$ cat config.mk
export PLATFORM = sky130hd
export DESIGN_NAME = ifetch_unit
export DESIGN_NICKNAME = d
export VERILOG_FILES = /design/src/rtl/shrv32_pkg.sv /design/src/rtl/ifetch_fifo.sv /design/src/rtl/ifetch_unit.sv
export SDC_FILE = /design/constraint.sdc
export NUM_CORES = 1
export LEC_CHECK = 0
export CAP_MARGIN = 15
export CORE_MARGIN = 2
export CORE_UTILIZATION = 56
export CTS_CLUSTER_DIAMETER = 200
export DETAILED_ROUTE_END_ITERATION = 10
export PLACE_DENSITY = 0.84
export SYNTH_ARGS = -nofsm -noshare
export SYNTH_HDL_FRONTEND = slang
export SYNTH_HIERARCHICAL = 1
export SYNTH_SLANG_ARGS = --single-unit
$ cat constraint.sdc
create_clock -name clk -period 8.34 [get_ports clk]
set_input_delay 1.668 -clock clk [delete_from_list [all_inputs] [get_ports clk]]
set_output_delay 1.668 -clock clk [all_outputs]
set_load 0.03 [all_outputs]
$ cat src/rtl/shrv32_pkg.sv
// Shared shrv32 definitions used by the fetch stage and the decoder/controller.
package shrv32_pkg;

    localparam logic [31:0] NOP_INST         = 32'h0000_0013;
    localparam logic [31:0] RESET_PC_DEFAULT = 32'h0000_0000;

    // Major opcode field inst[6:2]
    localparam logic [4:0] OP_LOAD     = 5'b00000;
    localparam logic [4:0] OP_EXT      = 5'b00010;
    localparam logic [4:0] OP_MISC_MEM = 5'b00011;
    localparam logic [4:0] OP_IMM      = 5'b00100;
    localparam logic [4:0] OP_AUIPC    = 5'b00101;
    localparam logic [4:0] OP_STORE    = 5'b01000;
    localparam logic [4:0] OP_OP       = 5'b01100;
    localparam logic [4:0] OP_LUI      = 5'b01101;
    localparam logic [4:0] OP_BRANCH   = 5'b11000;
    localparam logic [4:0] OP_JALR     = 5'b11001;
    localparam logic [4:0] OP_JAL      = 5'b11011;
    localparam logic [4:0] OP_SYSTEM   = 5'b11100;

    typedef struct packed {
        logic [31:0] pc;
        logic [31:0] word;
    } fetch_entry_t;

    function automatic logic [31:0] word_align(input logic [31:0] addr);
        return {addr[31:2], 2'b00};
    endfunction

endpackage

$ cat src/rtl/ifetch_fifo.sv
// Instruction buffer holding {pc, word} pairs; flush clears it in one cycle.
module ifetch_fifo
    import shrv32_pkg::*;
#(
    parameter int DEPTH = 2,
    localparam int AW = $clog2(DEPTH),
    localparam int CW = $clog2(DEPTH + 1)
) (
    input  logic          clk,
    input  logic          rst_n,
    input  logic          push,
    input  fetch_entry_t  push_data,
    input  logic          pop,
    input  logic          flush,
    output fetch_entry_t  head,
    output logic [CW-1:0] count
);

    fetch_entry_t  mem [DEPTH];
    logic [AW-1:0] wr_ptr;
    logic [AW-1:0] rd_ptr;
    logic          do_push;
    logic          do_pop;

    assign do_push = push && !flush;
    assign do_pop  = pop && (count != '0) && !flush;

    always_ff @(posedge clk or negedge rst_n) begin
        if (!rst_n) begin
            wr_ptr <= '0;
            rd_ptr <= '0;
            count  <= '0;
        end else if (flush) begin
            wr_ptr <= '0;
            rd_ptr <= '0;
            count  <= '0;
        end else begin
            if (do_push) wr_ptr <= wr_ptr + AW'(1);
            if (do_pop)  rd_ptr <= rd_ptr + AW'(1);
            count <= count + CW'(do_push) - CW'(do_pop);
        end
    end

    // Storage carries no reset; validity is tracked by count alone.
    always_ff @(posedge clk) begin
        if (do_push) mem[wr_ptr] <= push_data;
    end

    assign head = mem[rd_ptr];

endmodule

$ cat src/rtl/ifetch_unit.sv
// shrv32 fetch stage: owns the PC, issues word fetches, buffers responses and
// presents the head instruction with pre-sliced fields to decode.
module ifetch_unit
    import shrv32_pkg::*;
#(
    parameter logic [31:0] RESET_PC = RESET_PC_DEFAULT,
    parameter int          DEPTH    = 2
) (
    input  logic        clk,
    input  logic        rst_n,
    output logic        imem_req,
    output logic [31:0] imem_addr,
    input  logic        imem_gnt,
    input  logic        imem_rvalid,
    input  logic [31:0] imem_rdata,
    input  logic        redirect_valid,
    input  logic [31:0] redirect_pc,
    input  logic        inst_ready,
    output logic        inst_valid,
    output logic [31:0] inst,
    output logic [31:0] inst_pc,
    output logic [4:0]  opcode,
    output logic [2:0]  funct3,
    output logic [6:0]  funct7,
    output logic [4:0]  rd,
    output logic [4:0]  rs1,
    output logic [4:0]  rs2,
    output logic        inst_misfmt
);

    localparam int          CW        = $clog2(DEPTH + 1);
    localparam logic [CW:0] DEPTH_LIM = (CW + 1)'(DEPTH);

    logic          started;
    logic [31:0]   fetch_pc;
    logic [31:0]   rsp_pc;
    logic [CW-1:0] outstanding;
    logic [CW-1:0] discard;
    logic [CW-1:0] count;
    logic [CW:0]   inflight;
    logic [31:0]   target;
    logic          fire;
    logic          rsp_ok;
    logic          drop;
    logic          keep;
    logic          pop;
    fetch_entry_t  push_data;
    fetch_entry_t  head;

    // Buffered words plus in-flight requests never exceed DEPTH, so a kept
    // response always has a free slot.
    assign inflight  = {1'b0, count} + {1'b0, outstanding};
    assign imem_req  = started && !redirect_valid && (inflight < DEPTH_LIM);
    assign imem_addr = fetch_pc;
    assign target    = word_align(redirect_pc);

    assign fire   = imem_req && imem_gnt;
    assign rsp_ok = imem_rvalid && (outstanding != '0);
    assign drop   = rsp_ok && (discard != '0);
    assign keep   = rsp_ok && (discard == '0) && !redirect_valid;
    assign pop    = inst_valid && inst_ready && !redirect_valid;

    assign push_data = '{pc: rsp_pc, word: imem_rdata};

    always_ff @(posedge clk or negedge rst_n) begin
        if (!rst_n) begin
            started     <= 1'b0;
            fetch_pc    <= RESET_PC;
            rsp_pc      <= RESET_PC;
            outstanding <= '0;
            discard     <= '0;
        end else begin
            started <= 1'b1;
            if (redirect_valid) begin
                // Everything still in flight belongs to the old path.
                fetch_pc    <= target;
                rsp_pc      <= target;
                outstanding <= outstanding - CW'(rsp_ok);
                discard     <= outstanding - CW'(rsp_ok);
            end else begin
                if (fire) fetch_pc <= fetch_pc + 32'd4;
                if (keep) rsp_pc <= rsp_pc + 32'd4;
                outstanding <= outstanding + CW'(fire) - CW'(rsp_ok);
                if (drop) discard <= discard - CW'(1);
            end
        end
    end

    ifetch_fifo #(
        .DEPTH(DEPTH)
    ) u_fifo (
        .clk      (clk),
        .rst_n    (rst_n),
        .push     (keep),
        .push_data(push_data),
        .pop      (pop),
        .flush    (redirect_valid),
        .head     (head),
        .count    (count)
    );

    assign inst_valid  = (count != '0);
    assign inst        = inst_valid ? head.word : NOP_INST;
    assign inst_pc     = inst_valid ? head.pc : 32'h0000_0000;
    assign opcode      = inst[6:2];
    assign funct3      = inst[14:12];
    assign funct7      = inst[31:25];
    assign rd          = inst[11:7];
    assign rs1         = inst[19:15];
    assign rs2         = inst[24:20];
    assign inst_misfmt = inst_valid && (inst[1:0] != 2'b11);

endmodule

==> flow_summary_export.csv <==
group,metric,value,unit
outcome,run_status,"complete, no violations",
placement,place_congestion,0.916,
sta,finalSetupTns,0,ns
synth,synth_cells,714,
drt,drc,0,
hold_path,worstHoldEndpoint,"u_fifo/mem[0][42]",
sta,fin_crit,5.15,ns
power_and_ir_drop,power,0.00234,W
layout,multi_input_area,3430,um^2
worst_setup_path,regToRegSetupSlack,5.25,ns
power_and_ir_drop,cellPowerDensity,197,nW/um^2
synth,ys_warn_count,6,
placement,hpwl,13.6,mm
layout,final_area,11900,um^2
clocking,clk_pin_slew,0.07,ns
global_route,grt.overflow.total,0,
worst_setup_path,rr_worst_depth,11,
floorplanning,io_pins,199,
layout,drive_gt1_share,16.7,%
global_route,grt_pass1_vias,6214,
worst_setup_path,crit_required,6.67,ns
global_route,grt_start_max_net_pins,70,
clocking,cts_root_buffer,"clkbuf_16",
synth,syn_area,9450,um^2
layout,fillers,1098,
sta,worst_pin_slew,0.974,ns
drt,vias_per_cell,5.55,
clocking,postCtsSetupBuffers,0,
hold_path,hold_depth,0,
sta,slew_viol_final,0,
synth,synth-seq-cells,197,
floorplanning,dieArea,17900,um^2
clocking,clk_latency,0.42,ns
power_and_ir_drop,combPwrFrac,17.2,%
placement,dp_cells,1081,
sta,rsz0062_at_grt,"no",
sta,post-route-period-util,61.8,%
layout,syn2layout_area_growth,25.7,%
clocking,htreeDepth,4,
global_route,grt_pass1_wl,31.7,mm
power_and_ir_drop,pwr-share-seq,50.3,%
clocking,clock-sinks,197,
hold_path,hold_path_startpoint,"rsp_pc[10]",
worst_setup_path,cp.arrival,3.49,ns
worst_setup_path,reg2reg_to,"outstanding[1]",
drt,wl_per_cell,17.7,um
sta,skew,0.00808,ns
power_and_ir_drop,switching_share,26.9,%
worst_setup_path,worstSetupPathType,"primary input to output port",
drt,firstDrtPassIters,5,
power_and_ir_drop,p_int,0.00171,W
layout,stdcell_count,1113,
layout,final_nets,959,
floorplanning,chipHeight,134,um
global_route,grtUsageTotal,22.7,%
worst_setup_path,startpoint_type,"primary input",
floorplanning,start_util,57.2,%
worst_setup_path,timing.critical_path.to_type,"output port",
worst_setup_path,cp_max_fo,38,
flow_run,drv_cap,0,
synth,synth_cell_types,55,
placement,dpl_cell_area,11300,um^2
global_route,antenna_found_initial,0,
layout,seqCellArea,5570,um^2
synth,ys_seq_area_share,58.9,%
hold_path,min_path_type,"register to register",
floorplanning,dieWidth,134,um
clocking,hold_buffers,0,
synth,synth_edf_count,128,
power_and_ir_drop,p_sw,0.000629,W
power_and_ir_drop,clock_power_share,32.5,%
sta,fmax,194,MHz
power_and_ir_drop,ir_drop,0.152,mV
synth,ys.flop_type,"edfxtp_1",
power_and_ir_drop,leakage,4.25,nW
placement,io_buffers,194,
clocking,cts_buffers,17,
clocking,tritoncts,"built",
sta,finalSetupViolCount,0,
synth,syn_area_per_cell,13.2,um^2
drt,drtAntennaViolNets,0,
clocking,cts_buffer_depth,2,
sta,timing.hold.ws,0.529,ns
layout,antenna_cells,0,
floorplanning,coreArea,16500,um^2
drt,routed-via-count,6173,
floorplanning,rows,47,
drt,routed_wl,19.8,mm
synth,synth-async-reset-ratio,35.0,%
clocking,ctsResizeCount,0,
worst_setup_path,reg2reg_from,"outstanding[0]",
drt,drt_iter0_markers,418,
sta,finalHoldViolCount,0,
sta,max-slew-margin-rel,35.1,%
## layer usage
metal	track usage, %	wire length (um)	part of all wire, %	vias to the layer above
met2	36.6	9620	49	308
met5	0	0	0	-
met4	8.75	393	2.0	0
met1	30.8	8210	42	2981
li1	-	-	-	2854
met3	4.42	1530	7.7	30
## logic make-up (layout without fill, tap and decap cells)
| kind of cell | after synthesis | after routing | synth area share (%) |
|---|---|---|---|
| and+or+nand+nor | 233 | 233 | 15.0 |
| DFF | 197 | 197 | 58.9 |
| muxes | 91 | 91 | 10.8 |
| buffers and inverters | 76 | 250 | 5.11 |
| xor gates and xnor gates | 58 | 58 | 5.52 |
| AOI/OAI and AO/OA | 48 | 48 | 3.26 |
| adders and majority gates | 9 | 9 | 1.27 |
| other | 2 | 7 | 0.0795 |
## flip-flops by register name, summed over array words and instances (netlist names)
register	count
rsp_pc	30
outstanding	2
started	1
discard	2
u_fifo/mem	128
u_fifo/rd_ptr	1
u_fifo/count	2
u_fifo/wr_ptr	1
imem_addr	30
## worst max-delay path, stage by stage
cell,delay (ns)
clkdlybuf4s50_1,0.39
buf_4,0.26
nor4b_4,0.41
clkdlybuf4s50_1,0.75
## Yosys cell counts (11+ instances only)
master / instances / area [um^2]
nand4_1: 16 / 100
edfxtp_1: 128 / 3840
nor2_1: 26 / 97.6
xor2_1: 26 / 228
dfrtp_1: 69 / 1730
buf_4: 34 / 255
o21ai_0: 14 / 70.1
nor3_1: 12 / 60.1
mux2_2: 87 / 980
inv_1: 16 / 60.1
clkbuf_1: 12 / 45.0
and2_1: 63 / 394
nand3_1: 20 / 100
xnor2_1: 31 / 272
nand2_1: 43 / 161
nand2b_1: 11 / 68.8
## power groups by stage
stage          Sequential [W]  Clock (W)  Combinational, W
6_report              0.00118   0.000759          0.000403
4_1_cts               0.00118   0.000775          0.000406
3_3_place_gp          0.00119          0          0.000389
5_1_grt               0.00118   0.000816          0.000437
2_1_floorplan         0.00121          0          0.000229
3_5_place_dp          0.00119          0          0.000403
## area by class of cell
cell class | instances | area share (%)
well taps | 220 | 2.32
clock buffers | 21 | 3.79
multi-input cells | 446 | 28.9
repair buffers | 200 | 16.7
clock inverters | 11 | 0.863
flip-flops and latches | 197 | 46.9
inverters | 18 | 0.590
## placed cells by master (no fill, tap or decap), drive strengths merged, types with 2 or more instances in the layout
cell type and n:
o21ai 15, nor4b 2, clkinvlp 4, o211ai 6, a21oi 10, nand2b 11
nor4 14, nor2b 2, conb 7, clkdlybuf4s50 193, mux2 87, mux2i 4
ha 8, clkinv 5, nor2 26, clkbuf 21, and3 10, or4 2
edfxtp 128, xor2 26, nand2 43, nand4 18, a21boi 12, inv 19
buf 7, xnor2 31, and2 64, dfrtp 69, nand3 21, nor3 13
and4 4, nand4b 2
## stage by stage
stage | util (%) | worst slack (ns)
CTS | 71.9 | 3.20
finish | 71.9 | 3.19
detailed placement | 68.6 | 3.20
global placement | 68.6 | 3.20
global route | 71.9 | 3.11
floorplan | - | 2.84
## how the worst max path moves through the flow
stage | from | slack [ns] | endpoint | depth (start not counted)
2_1_floorplan | imem_rvalid | 2.84 | u_fifo/mem[0][0] | 6
3_3_place_gp | redirect_valid | 3.20 | imem_req | 4
3_5_place_dp | redirect_valid | 3.20 | imem_req | 4
4_1_cts | redirect_valid | 3.20 | imem_req | 4
5_1_grt | redirect_valid | 3.11 | imem_req | 4
6_report | redirect_valid | 3.19 | imem_req | 4
Note: power is estimated with default switching activity, not from simulation.
